--- src/rtl/buzzer_sequencer.sv ---
// buzzer_sequencer: bus-programmed note FIFO that plays a melody on the Buzzer
// peripheral through its register port. Each note is {divider, duration}; the
// sequencer writes the divider, enables the tone, holds it for duration units,
// silences it with an explicit enable=0 write and waits a fixed gap.
module buzzer_sequencer #(
  parameter int unsigned TICK_DIV   = 50000,
  parameter int unsigned GAP_CYCLES = 16,
  parameter int unsigned DEPTH_LOG2 = 3
) (
  input  logic        clock,
  input  logic        reset,
  input  logic        Select,
  input  logic        Write_enable,
  input  logic        Read_enable,
  input  logic [2:0]  Address,
  input  logic [15:0] Write_data_in,
  output logic [15:0] Read_data_out,
  output logic        Buzzer_select,
  output logic        Buzzer_write_enable,
  output logic [1:0]  Buzzer_address,
  output logic [15:0] Buzzer_write_data
);

  localparam int unsigned DEPTH = 1 << DEPTH_LOG2;
  localparam int unsigned CNT_W = DEPTH_LOG2 + 1;
  localparam int unsigned PRE_W = (TICK_DIV > 1) ? $clog2(TICK_DIV) : 1;
  localparam int unsigned GAP_W = (GAP_CYCLES > 1) ? $clog2(GAP_CYCLES) : 1;
  localparam logic [PRE_W-1:0] PRE_LAST  = PRE_W'(TICK_DIV - 1);
  localparam logic [GAP_W-1:0] GAP_LAST  = GAP_W'(GAP_CYCLES - 1);
  localparam logic [CNT_W-1:0] CNT_FULL  = CNT_W'(DEPTH);
  localparam logic [CNT_W-1:0] CNT_ZERO  = {CNT_W{1'b0}};

  typedef enum logic [2:0] {
    ST_IDLE    = 3'd0,
    ST_SET_MAX = 3'd1,
    ST_SET_ON  = 3'd2,
    ST_PLAY    = 3'd3,
    ST_SET_OFF = 3'd4,
    ST_GAP     = 3'd5
  } state_t;

  state_t                r_state;
  state_t                w_state_next;
  logic [31:0]           r_mem [DEPTH];
  logic [DEPTH_LOG2-1:0] r_wptr;
  logic [DEPTH_LOG2-1:0] r_rptr;
  logic [CNT_W-1:0]      r_count;
  logic [15:0]           r_stage_div;
  logic                  r_run;
  logic                  r_ovf;
  logic [15:0]           r_note_div;
  logic [15:0]           r_note_dur;
  logic [PRE_W-1:0]      r_pre;
  logic [15:0]           r_units;
  logic [GAP_W-1:0]      r_gap;

  logic        w_wr;
  logic        w_wr_div;
  logic        w_push;
  logic        w_ctrl;
  logic        w_flush;
  logic        w_ovf_clr;
  logic        w_full;
  logic        w_empty;
  logic        w_push_ok;
  logic        w_pop;
  logic        w_can_pop;
  logic        w_run_next;
  logic        w_abort;
  logic        w_play_done;
  logic        w_gap_done;
  logic        w_busy;
  logic [15:0] w_status;

  assign w_wr      = Select & Write_enable;
  assign w_wr_div  = w_wr & (Address == 3'd0);
  assign w_push    = w_wr & (Address == 3'd2);
  assign w_ctrl    = w_wr & (Address == 3'd4);
  assign w_flush   = w_ctrl & Write_data_in[1];
  assign w_ovf_clr = w_ctrl & Write_data_in[2];
  assign w_full    = (r_count == CNT_FULL);
  assign w_empty   = (r_count == CNT_ZERO);
  // A flush in the same cycle discards the push, so the FIFO ends up empty.
  assign w_push_ok = w_push & ~w_full & ~w_flush;
  // Never start a note out of a FIFO that is being flushed this cycle.
  assign w_can_pop = r_run & ~w_empty & ~w_flush;
  // A CTRL write clearing run aborts on the same edge that latches it.
  assign w_run_next  = w_ctrl ? Write_data_in[0] : r_run;
  assign w_abort     = ~w_run_next | w_flush;
  assign w_play_done = (r_pre == PRE_LAST) && (r_units == 16'd1);
  assign w_gap_done  = (r_gap == GAP_LAST);
  assign w_busy      = (r_state != ST_IDLE);
  assign w_status    = {7'd0, r_run, 4'(r_count), r_ovf, w_empty, w_full, w_busy};

  // Combinational STATUS read port; reads of any other offset return zero.
  always_comb begin
    Read_data_out = 16'h0000;
    if (Select && Read_enable && (Address == 3'd4)) begin
      Read_data_out = w_status;
    end else begin
      Read_data_out = 16'h0000;
    end
  end

  // Bus-visible control registers: staging divider, run and sticky overflow.
  always_ff @(posedge clock or negedge reset) begin
    if (!reset) begin
      r_stage_div <= 16'h0000;
      r_run       <= 1'b0;
      r_ovf       <= 1'b0;
    end else begin
      if (w_wr_div) begin
        r_stage_div <= Write_data_in;
      end
      if (w_ctrl) begin
        r_run <= Write_data_in[0];
      end
      if (w_ovf_clr) begin
        r_ovf <= 1'b0;
      end else if (w_push && w_full && !w_flush) begin
        r_ovf <= 1'b1;
      end
    end
  end

  // FIFO storage; entries need no reset because count gates every read.
  always_ff @(posedge clock) begin
    if (w_push_ok) begin
      r_mem[r_wptr] <= {r_stage_div, Write_data_in};
    end
  end

  // FIFO pointers and occupancy; flush takes priority over push and pop.
  always_ff @(posedge clock or negedge reset) begin
    if (!reset) begin
      r_wptr  <= '0;
      r_rptr  <= '0;
      r_count <= CNT_ZERO;
    end else if (w_flush) begin
      r_wptr  <= '0;
      r_rptr  <= '0;
      r_count <= CNT_ZERO;
    end else begin
      if (w_push_ok) begin
        r_wptr <= r_wptr + 1'b1;
      end
      if (w_pop) begin
        r_rptr <= r_rptr + 1'b1;
      end
      if (w_push_ok && !w_pop) begin
        r_count <= r_count + 1'b1;
      end else if (w_pop && !w_push_ok) begin
        r_count <= r_count - 1'b1;
      end
    end
  end

  // Current note register, loaded from the FIFO head on every pop.
  always_ff @(posedge clock or negedge reset) begin
    if (!reset) begin
      r_note_div <= 16'h0000;
      r_note_dur <= 16'h0000;
    end else if (w_pop) begin
      r_note_div <= r_mem[r_rptr][31:16];
      r_note_dur <= r_mem[r_rptr][15:0];
    end
  end

  // Note timing: prescaler of TICK_DIV cycles times a 16-bit unit counter,
  // armed in SET_ON; a zero duration plays as one unit.
  always_ff @(posedge clock or negedge reset) begin
    if (!reset) begin
      r_pre   <= '0;
      r_units <= 16'd0;
    end else if (r_state == ST_SET_ON) begin
      r_pre   <= '0;
      r_units <= (r_note_dur == 16'd0) ? 16'd1 : r_note_dur;
    end else if (r_state == ST_PLAY) begin
      if (r_pre == PRE_LAST) begin
        r_pre   <= '0;
        r_units <= r_units - 16'd1;
      end else begin
        r_pre <= r_pre + 1'b1;
      end
    end
  end

  // Inter-note gap counter, armed in SET_OFF and advanced through GAP.
  always_ff @(posedge clock or negedge reset) begin
    if (!reset) begin
      r_gap <= '0;
    end else if (r_state == ST_SET_OFF) begin
      r_gap <= '0;
    end else if (r_state == ST_GAP) begin
      r_gap <= r_gap + 1'b1;
    end
  end

  // Sequencer state register.
  always_ff @(posedge clock or negedge reset) begin
    if (!reset) begin
      r_state <= ST_IDLE;
    end else begin
      r_state <= w_state_next;
    end
  end

  // Next-state logic, pop request and Moore-decoded Buzzer register writes.
  always_comb begin
    w_state_next        = r_state;
    w_pop               = 1'b0;
    Buzzer_select       = 1'b0;
    Buzzer_write_enable = 1'b0;
    Buzzer_address      = 2'b00;
    Buzzer_write_data   = 16'h0000;
    case (r_state)
      ST_IDLE: begin
        if (w_can_pop) begin
          w_pop        = 1'b1;
          w_state_next = ST_SET_MAX;
        end else begin
          w_state_next = ST_IDLE;
        end
      end
      ST_SET_MAX: begin
        Buzzer_select       = 1'b1;
        Buzzer_write_enable = 1'b1;
        Buzzer_address      = 2'b00;
        Buzzer_write_data   = r_note_div;
        if (w_abort) begin
          w_state_next = ST_SET_OFF;
        end else begin
          w_state_next = ST_SET_ON;
        end
      end
      ST_SET_ON: begin
        Buzzer_select       = 1'b1;
        Buzzer_write_enable = 1'b1;
        Buzzer_address      = 2'b10;
        // A zero divider marks a rest: the tone stays disabled.
        Buzzer_write_data   = (r_note_div == 16'h0000) ? 16'h0000 : 16'h0001;
        if (w_abort) begin
          w_state_next = ST_SET_OFF;
        end else begin
          w_state_next = ST_PLAY;
        end
      end
      ST_PLAY: begin
        Buzzer_select = 1'b1;
        if (w_abort || w_play_done) begin
          w_state_next = ST_SET_OFF;
        end else begin
          w_state_next = ST_PLAY;
        end
      end
      ST_SET_OFF: begin
        Buzzer_select       = 1'b1;
        Buzzer_write_enable = 1'b1;
        Buzzer_address      = 2'b10;
        Buzzer_write_data   = 16'h0000;
        w_state_next        = ST_GAP;
      end
      ST_GAP: begin
        Buzzer_select = 1'b1;
        if (w_gap_done) begin
          if (w_can_pop) begin
            w_pop        = 1'b1;
            w_state_next = ST_SET_MAX;
          end else begin
            w_state_next = ST_IDLE;
          end
        end else begin
          w_state_next = ST_GAP;
        end
      end
      default: begin
        w_state_next = ST_IDLE;
      end
    endcase
  end

endmodule
--- config.mk ---
export PLATFORM = sky130hd
export DESIGN_NAME = buzzer_sequencer
export DESIGN_NICKNAME = d
export VERILOG_FILES = /design/src/rtl/buzzer_sequencer.sv
export SDC_FILE = /design/constraint.sdc
export NUM_CORES = 1
export LEC_CHECK = 0
export CAP_MARGIN = 10
export CORE_ASPECT_RATIO = 0.6
export CORE_MARGIN = 2
export CORE_UTILIZATION = 30
export DETAILED_ROUTE_END_ITERATION = 12
export GPL_ROUTABILITY_DRIVEN = 1
export HOLD_SLACK_MARGIN = 0.02
export PLACE_DENSITY = 0.48
export SLEW_MARGIN = 10
export SYNTH_ARGS = -nofsm -noshare
export SYNTH_HDL_FRONTEND = slang
export SYNTH_SLANG_ARGS = --single-unit
--- constraint.sdc ---
create_clock -name clock -period 7.9 [get_ports clock]
set_input_delay 1.185 -clock clock [delete_from_list [all_inputs] [get_ports clock]]
set_output_delay 1.185 -clock clock [all_outputs]
set_load 0.01 [all_outputs]
==> results of run 1 <==
## path summary, 6_finish.rpt
check / start / end / slack, ns / depth (start not counted)
worst min register to register: r_pre[15]$_DFFE_PN0P_ / r_pre[15]$_DFFE_PN0P_ / 0.48 / 1
worst max-delay path: Address[1] / Read_data_out[5] / 3.49 / 5
min in group asynchronous: reset / r_stage_div[3]$_DFFE_PN0P_ / 0.77 / 1
max in group asynchronous: reset / r_rptr[0]$_DFFE_PN0P_ / 5.96 / 2
worst max register to register: r_count[3]$_DFFE_PN0P_ / r_count[3]$_DFFE_PN0P_ / 4.47 / 11
worst min-delay path: r_pre[15]$_DFFE_PN0P_ / r_pre[15]$_DFFE_PN0P_ / 0.48 / 1
## layer usage
layer	global-route usage (%)	vias to the layer above
li1	-	3684
met1	21.94	4211
met2	19.14	169
met3	2.454	48
met4	3.007	0
met5	0	-
## cells in the mapped netlist (7+ instances only)
master	n	area (µm²)
nor4_1	13	81.33
nor3_1	15	75.07
mux2i_1	38	380.4
nor2_1	35	131.4
o21ai_1	8	40.04
mux2_2	16	180.2
ha_1	8	100.1
a22oi_1	7	52.55
nand2_1	72	270.3
inv_1	13	48.80
buf_4	8	60.06
buf_2	10	50.05
dfrtp_1	99	2477
nand3_1	16	80.08
clkbuf_1	32	120.1
mux4_2	64	1441
edfxtp_1	256	7687
and2_1	18	112.6
nand4_1	7	43.79
a21oi_1	23	115.1
o21ai_0	76	380.4
## power by group
part / leakage, nW / internal [mW] / total [mW] / switching, mW
Combinational: 1.69 / 0.641 / 1.33 / 0.692
Sequential: 3.57 / 2.23 / 2.56 / 0.324
Clock: 0.598 / 1.06 / 1.77 / 0.709
## metrics by stage
stage / total power, mW / utilization, % / std cells / setup slack [ns] / cell area, µm²
CTS: 5.737 / 35.66 / 1644 / 3.427 / 17120
floorplan: 3.449 / - / 929 / 2.455 / 14670
global placement: 3.938 / 33.13 / 1581 / 3.200 / 15910
finish: 5.658 / 35.66 / 1644 / 3.485 / 17120
detailed placement: 3.951 / 33.13 / 1581 / 3.126 / 15910
global route: 5.986 / 35.66 / 1644 / 3.298 / 17120
## layout make-up
type | instances | area (µm²)
Tap cell | 640 | 800.8
Fill cell | 4490 | 30890
Timing Repair Buffer | 66 | 620.6
Clock inverter | 16 | 212.7
Clock buffer | 47 | 1003
Multi-Input combinational cell | 507 | 4267
Sequential cell | 355 | 10170
Inverter | 13 | 48.80
## registers in the layout, summed over array words and instances (netlist names)
| register | count |
|---|---|
| r_state | 3 |
| r_run | 1 |
| r_units | 16 |
| r_note_dur | 16 |
| r_mem | 256 |
| r_ovf | 1 |
| r_wptr | 3 |
| r_count | 4 |
| r_note_div | 16 |
| r_pre | 16 |
| r_stage_div | 16 |
| r_rptr | 3 |
| r_gap | 4 |
## cell families after synthesis
family	count (synthesis)	synth area share [%]
xor+xnor	6	0.3588
mux	119	13.75
buf+inv	67	2.059
flops	355	69.41
fa+ha+maj	9	0.8202
compound gates	147	5.835
other cells	1	0.02561
simple gates	218	7.749
==> impl_metrics.csv, run 1 <==
group,metric,value,unit
cells_and_area,diodes,0,
logic_synthesis,seq_area_frac_synth,69.41,%
routing,vias,8112,
sta,slew-limit-headroom,36.74,%
routing,highest_layer,"met4",
setup_path,cp_slowest_stage_delay,0.58,ns
routing,post_drt_via_cell_ratio,4.934,
pwr,peakVddDrop,0.1642,mV
sta,period_minus_slack,4.415,ns
setup_path,slowest_stage,"clkdlybuf4s50_1",
sta,rsz0062_at_grt,"no",
sta,hold_viol_final,0,
floorplan,io_pins,60,
logic_synthesis,synth_top_flop_cell,"edfxtp_1",
setup_path,critPathBufInv,2,
logic_synthesis,syn_inst,922,
logic_synthesis,async_reset_ff_share,27.89,%
floorplan,die-height,175.1,µm
setup_path,critPathMaxFanout,7,
setup_path,cp-start-kind,"input pin",
clocking,postCtsSetupBuffers,0,
clocking,max-clock-path-buffers,3,
pwr,leakagePower,5.855,nW
routing,dr.pass1.iters,5,
clocking,post_cts_resized,0,
floorplan,core_area,0.04802,mm²
routing,m1WireLength,17.69,mm
min_path,hold_path.class,"flop to flop",
cells_and_area,fin_nets,1011,
logic_synthesis,ys_ff_latch,355,
sta,tightestPinTransition,0.9402,ns
cells_and_area,syn2layout_area_growth,16.92,%
clocking,cts_root_buf,"clkbuf_16",
cells_and_area,drive_gt1_share,17.53,%
place,port-buffer-count,51,
place,hpwlAfterDp,20.09,mm
logic_synthesis,synth_area,0.01465,mm²
global_routing,grt_pass1_wl,52.28,mm
setup_path,critical_path.endpoint_type,"output pin",
clocking,clock_latency,0.52,ns
clocking,cts_sinks,355,
global_routing,grt_start_max_net_pins,69,
setup_path,worst-setup-path-type,"input pin to output pin",
outcome,status,"finished, final reports clean",
floorplan,placementRows,62,
sta,final.setup.tns,0,ns
sta,setup_viol,0,
clocking,path_clk_slew,0.07,ns
logic_synthesis,synth.avg_cell_area,15.88,µm²
global_routing,grt_pass1_vias,8007,
setup_path,path_delay_family,"buffers and inverters",
global_routing,gr-total-overflow,0,
logic_synthesis,synth_edf_count,256,
global_routing,grt_antenna_before_repair,1,
routing,wl_per_cell,20.75,µm
clocking,cts_hold_buf,0,
setup_path,path_cells,"clkdlybuf4s50_1 -> nor3b_2 -> nand3_1 -> nor2_1 -> clkdlybuf4s50_1",
routing,met3_length,1.432,mm
routing,drcViolationCount,0,
sta,skew,0.01732,ns
pwr,power_density,330.4,mW/mm²
clocking,cts_tree,"done",
setup_path,crit_top_cell,"clkdlybuf4s50_1",
routing,ant_nets,0,
setup_path,crit_arrival,3.23,ns
routing,wl_met2,14.41,mm
sta,fin_hold_ws,0.4822,ns
cells_and_area,most-common-layout-cells,"edfxtp_1, dfrtp_1, o21ai_0",
routing,finalWirelength,34.12,mm
run,cap_violations,0,
floorplan,start_util,30.50,%
global_routing,grt_usage,13.73,%
sta,min_period_over_period,55.89,%
sta,slew_violations,0,
logic_synthesis,ys_types,66,
floorplan,fp.dieW,289.2,µm
setup_path,cp.required,6.71,ns
floorplan,fp.dieArea,0.05066,mm²
routing,drt_iter0_drc,846,
logic_synthesis,yosysWarnings,0,
sta,fmax,0.2265,GHz
cells_and_area,final_common_cell,"edfxtp_1",
clocking,cts_max_level,2,
place,routabilityCongestion,0.7529,
clocking,cts_buffers,35,
Note: power is estimated with default switching activity, not from simulation.
==> inputs of run 2 (changes only) <==
==> constraint.sdc (replaced) <==
create_clock -name clock -period 4.4 [get_ports clock]
set_input_delay 0.66 -clock clock [delete_from_list [all_inputs] [get_ports clock]]
set_output_delay 0.66 -clock clock [all_outputs]
set_load 0.01 [all_outputs]
==> run 2 against run 1 <==
  * Die area is the same
  * Non-clock buffer count grew 7
  * Sequential power grew 82%
  * Routed wire length grew 2.5%
  * Global-route usage grew 0.34 points
  * Count of clock-buffer cells in the layout grew 5
  * Critical endpoint is now Buzzer_write_data[0]
==> impl_metrics.csv, run 2 (synthesis results as in run 1) <==
group,metric,value,unit
setup_path,setup.reg_to_reg.worst_slack,1.49,ns
sta,hold_viol_final,0,
place,routabilityCongestion,0.8310,
clocking,cts_root_buf,"clkbuf_16",
setup_path,critical_path.endpoint_type,"output pin",
floorplan,die-height,175.1,µm
place,port-buffer-count,51,
outcome,status,"finished, final reports clean",
cells_and_area,largest_register_ffs,256,
place,hpwlAfterDp,21.33,mm
global_routing,grt_pass1_vias,8106,
sta,min_period_over_period,77.71,%
cells_and_area,drive_gt1_share,17.03,%
floorplan,placementRows,62,
sta,period_minus_slack,3.419,ns
sta,rsz0062_at_grt,"no",
clocking,clock_latency,0.53,ns
setup_path,cp_slowest_stage_delay,0.59,ns
min_path,hold_path.class,"input pin to async pin",
clocking,post_cts_resized,0,
clocking,postCtsSetupBuffers,0,
cells_and_area,most-common-layout-cells,"edfxtp_1, dfrtp_1, o21ai_0",
clocking,cts_hold_buf,0,
cells_and_area,fillCellCount,4571,
global_routing,grt_usage,14.07,%
routing,ant_nets,0,
run,cap_violations,0,
setup_path,cp-start-kind,"flop",
pwr,power,9.907,mW
floorplan,core_area,0.04802,mm²
setup_path,reg2reg_depth,5,
setup_path,worstReg2RegStart,"r_state[1]$_DFF_PN0_",
setup_path,worst-setup-path-type,"flop to output pin",
sta,final.setup.tns,0,ns
sta,setup_viol,0,
cells_and_area,utilization,35.49,%
sta,fin_hold_ws,0.2153,ns
setup_path,slowest_stage,"dfrtp_1",
setup_path,r2r-end,"r_units[6]$_DFFE_PN0P_",
setup_path,cp.required,3.74,ns
floorplan,fp.dieW,289.2,µm
setup_path,path_delay_family,"simple AND/OR/NAND/NOR gates",
setup_path,critPathBufInv,1,
cells_and_area,syn2layout_area_growth,16.37,%
floorplan,start_util,30.50,%
clocking,cts_max_level,2,
sta,slew_violations,0,
global_routing,grt_start_max_net_pins,68,
place,dp_slack,0.8603,ns
setup_path,crit_arrival,2.76,ns
global_routing,grt_pass1_wl,53.09,mm
pwr,leakagePower,5.809,nW
routing,vias,8025,
routing,drcViolationCount,0,
clocking,cts_sinks,355,
sta,tightestPinTransition,1.019,ns
routing,post_drt_via_cell_ratio,4.864,
routing,wl_per_cell,21.19,µm
routing,dr.pass1.iters,4,
clocking,cts_tree,"done",
global_routing,gr-total-overflow,0,
clocking,cts_buffers,35,
sta,fmax,0.2924,GHz
clocking,path_clk_slew,0.06,ns
setup_path,critPathMaxFanout,16,
global_routing,grt_antenna_before_repair,0,
cells_and_area,regMostFlops,"r_mem",
floorplan,io_pins,60,
cells_and_area,final_common_cell,"edfxtp_1",
floorplan,fp.dieArea,0.05066,mm²
cells_and_area,fin_nets,1018,
pwr,peakVddDrop,0.2220,mV
clocking,max-clock-path-buffers,3,
sta,skew,0.01585,ns
routing,finalWirelength,34.96,mm
setup_path,path_cells,"nand2b_1 -> nor2_1 -> a22o_1 -> clkdlybuf4s50_1",
cells_and_area,diodes,0,
pwr,power_density,581.3,mW/mm²
routing,drt_iter0_drc,606,
sta,slew-limit-headroom,32.06,%
sta,fin_ws,0.9806,ns
run 2: per-stage QoR:
step / std cells / area, µm²
5_1_grt: 1650 / 17040
3_3_place_gp: 1588 / 15990
4_1_cts: 1650 / 17040
2_1_floorplan: 929 / 14680
3_5_place_dp: 1588 / 15990
6_report: 1650 / 17040
run 2: area by class of cell:
cell class	count	area (µm²)	area share, %
clock buffers	52	969.7	5.690
flip-flops and latches	355	10170	59.68
clock inverters	10	83.83	0.4919
repair buffers	73	698.2	4.097
inverters	13	48.80	0.2863
multi-input cells	507	4270	25.06
well taps	640	800.8	4.699
run 2: worst max path at each step:
stage	to	start	slack (ns)	cells after the start
2_1_floorplan	r_mem[4][0]$_DFFE_PP_	Select	0.03	6
3_3_place_gp	r_count[3]$_DFFE_PN0P_	Address[1]	0.93	11
3_5_place_dp	r_count[3]$_DFFE_PN0P_	Address[1]	0.86	11
4_1_cts	Buzzer_write_data[0]	r_state[1]$_DFF_PN0_	0.93	4
5_1_grt	Buzzer_write_data[0]	r_state[1]$_DFF_PN0_	0.79	4
6_report	Buzzer_write_data[0]	r_state[1]$_DFF_PN0_	0.98	4
run 2: worst register-to-register path, stage by stage, from the launching register on:
cell and delay, ns:
dfrtp_1 0.59, nor2b_1 0.68, nand2_1 0.54, nor2_1 0.64, a22oi_1 0.20, o21ai_0 0.18
run 2: per-layer routing:
layer  vias up  GRT usage [%]  wire, µm
li1       3713              -         -
met1      4155          22.64     18940
met2       108          19.52     14310
met3        49          2.428      1087
met4         0          3.028       622
met5         -              0         0
run 2: power breakdown:
group	leakage [nW]	internal (mW)	switching, mW
Combinational	1.74	1.19	1.22
Sequential	3.57	4.01	0.643
Clock	0.507	1.59	1.26
==> inputs of run 3 (changes only) <==
==> constraint.sdc (replaced) <==
create_clock -name clock -period 3.4 [get_ports clock]
set_input_delay 0.51 -clock clock [delete_from_list [all_inputs] [get_ports clock]]
set_output_delay 0.51 -clock clock [all_outputs]
set_load 0.01 [all_outputs]
==> run 3 against run 2 <==
  * Power rose by 34%
  * Routed wire length rose by 0.46%
  * Cell count rose by 1.2%
  * First-iteration DRC count fell by 1.8%
  * Global-route usage rose by 0.13 points
  * Clock skew fell by 0.00062 ns
  * Sequential power rose by 28%
  * Register-to-register slack got worse by 0.89 ns
  * Combinational power rose by 37%
  * Critical path depth rose by 2
  * Clock power rose by 40%
  * Largest cell class unchanged
  * Highest routed layer unchanged
==> impl_metrics.csv, run 3 (synthesis results as in run 1) <==
group,metric,value,unit
outcome,status,"finished, final reports clean",
sta,setup_viol,0,
cells_and_area,final_common_cell,"edfxtp_1",
setup_path,critical_path.endpoint_type,"output pin",
place,placed_cells,1602,
sta,skew,0.01523,ns
cells_and_area,fillCellCount,4509,
floorplan,start_util,30.50,%
setup_path,critPathBufInv,3,
clocking,path_clk_slew,0.06,ns
cells_and_area,fin_nets,1034,
clocking,cts_sinks,355,
sta,period_minus_slack,2.964,ns
routing,vias,8139,
setup_path,cp-start-kind,"input pin",
global_routing,grt_antenna_before_repair,1,
sta,fin_hold_ws,0.4862,ns
place,port-buffer-count,51,
cells_and_area,regArea,0.01017,mm²
setup_path,cp.required,2.89,ns
routing,drt_iter0_drc,595,
setup_path,path_delay_family,"buffers and inverters",
min_path,hold_path.class,"flop to flop",
place,hpwlAfterDp,22.25,mm
global_routing,gr-total-overflow,0,
global_routing,grt_pass1_wl,53.26,mm
cells_and_area,largest_register_ffs,256,
setup_path,crit_arrival,2.45,ns
clocking,max-clock-path-buffers,3,
place,placed_area,0.01619,mm²
floorplan,placementRows,62,
cells_and_area,diodes,0,
sta,rsz0062_at_grt,"no",
sta,slew_violations,0,
cells_and_area,syn2layout_area_growth,18.68,%
routing,post_drt_via_cell_ratio,4.877,
sta,min_period_over_period,87.18,%
sta,tightestPinTransition,0.9552,ns
clocking,postCtsSetupBuffers,0,
routing,wl_per_cell,21.05,µm
routing,ant_nets,0,
setup_path,crit_top_cell,"clkdlybuf4s50_1",
floorplan,die-height,175.1,µm
global_routing,grt_usage,14.20,%
clocking,cts_max_level,2,
sta,slew-limit-headroom,35.73,%
floorplan,core_area,0.04802,mm²
floorplan,io_pins,60,
place,routabilityCongestion,0.8033,
global_routing,grt_start_max_net_pins,68,
run,cap_violations,0,
cells_and_area,drive_gt1_share,19.14,%
global_routing,grt_pass1_vias,8158,
setup_path,cp_slowest_stage_delay,0.56,ns
pwr,power_density,762.9,mW/mm²
cells_and_area,multi_input_area,0.004277,mm²
setup_path,worst-setup-path-type,"input pin to output pin",
setup_path,critPathMaxFanout,7,
floorplan,fp.dieArea,0.05066,mm²
sta,fmax,0.3374,GHz
cells_and_area,regMostFlops,"r_mem",
clocking,clock_latency,0.53,ns
cells_and_area,final_area,0.01738,mm²
routing,finalWirelength,35.13,mm
floorplan,fp.dieW,289.2,µm
cells_and_area,most-common-layout-cells,"edfxtp_1, dfrtp_1, o21ai_0",
clocking,cts_tree,"done",
setup_path,slowest_stage,"clkdlybuf4s50_1",
routing,drcViolationCount,0,
pwr,peakVddDrop,0.3245,mV
clocking,cts_buffers,36,
routing,dr.pass1.iters,5,
setup_path,path_cells,"clkdlybuf4s50_1 -> nor3b_2 -> buf_4 -> nand3_1 -> nor2_1 -> clkdlybuf4s50_1",
clocking,cts_root_buf,"clkbuf_16",
cells_and_area,layout.cells.non_filler,1669,
pwr,leakagePower,5.963,nW
sta,hold_viol_final,0,
==> run 3: cell types whose count changed in the layout (fill, tap and decap cells not counted), sizes merged <==
| cell | change |
|---|---|
| clkinv | +3 |
| buf | +14 |
| clkbuf | -1 |
| dlygate4sd3 | +1 |
| clkinvlp | +1 |
| inv | -1 |
| bufinv | +2 |
==> run 3: timing repair <==
action,in CTS,in global routing
hold endpoints to repair,26,0
resized for setup,0,0
hold buffers,1,0
==> run 3: per-stage QoR <==
step | util [%] | setup slack, ns | power (mW) | setup TNS [ns]
3_5_place_dp | 33.71 | 0.3530 | 9.426 | 0
3_3_place_gp | 33.71 | 0.4118 | 9.401 | 0
6_report | 36.20 | 0.4358 | 13.26 | 0
2_1_floorplan | - | -0.5337 | 8.017 | -52.22
5_1_grt | 36.20 | 0.2666 | 14.03 | 0
4_1_cts | 36.20 | 0.3301 | 13.47 | 0
==> run 3: report_power, final <==
group / internal, mW / total, mW / switching, mW
sequential: 5.19 / 5.96 / 0.775
combinational: 1.57 / 3.31 / 1.73
clock: 2.33 / 3.99 / 1.66
total: 9.09 / 13.3 / 4.17
==> run 3: worst paths after layout <==
kind / slack, ns / endpoint / cells past startpoint / start
worst min register to register: 0.49 / r_units[9]$_DFFE_PN0P_ / 1 / r_units[9]$_DFFE_PN0P_
worst max-delay path: 0.44 / Read_data_out[4] / 6 / Address[1]
min in group asynchronous: 0.53 / r_stage_div[10]$_DFFE_PN0P_ / 2 / reset
max in group asynchronous: 2.13 / r_units[10]$_DFFE_PN0P_ / 3 / reset
worst max register to register: 0.60 / r_count[3]$_DFFE_PN0P_ / 11 / r_gap[0]$_DFFE_PN0P_
worst min-delay path: 0.49 / r_units[9]$_DFFE_PN0P_ / 1 / r_units[9]$_DFFE_PN0P_
==> run 3: layer usage <==
metal  share of wire [%]  up-vias  global-route usage [%]
li1                    -     3746                       -
met1                  51     4190                   22.42
met2                  43      161                   20.39
met3                 4.7       42                   2.520
met4                 1.4        0                   2.556
met5                   0        -                       0
==> run 3: worst register-to-register path, cell delays in order (launching register included) <==
cell and delay (ns):
dfrtp_1 0.41, ha_1 0.23, nand3_1 0.13, o21ai_0 0.42, nand3b_1 0.16, nand2_1 0.14, ha_1 0.24, a21o_1 0.18
a21oi_1 0.25, nand2_1 0.09, mux2_1 0.31, o211ai_1 0.15
==> run 3: final cells by class <==
type | instances | share of cell area, %
sequential | 355 | 58.52
multi-input combinational | 507 | 24.60
clock buffer | 51 | 5.859
timing repair buffer | 88 | 5.183
tap | 640 | 4.607
clock inverter | 15 | 0.9502
inverter | 13 | 0.2807
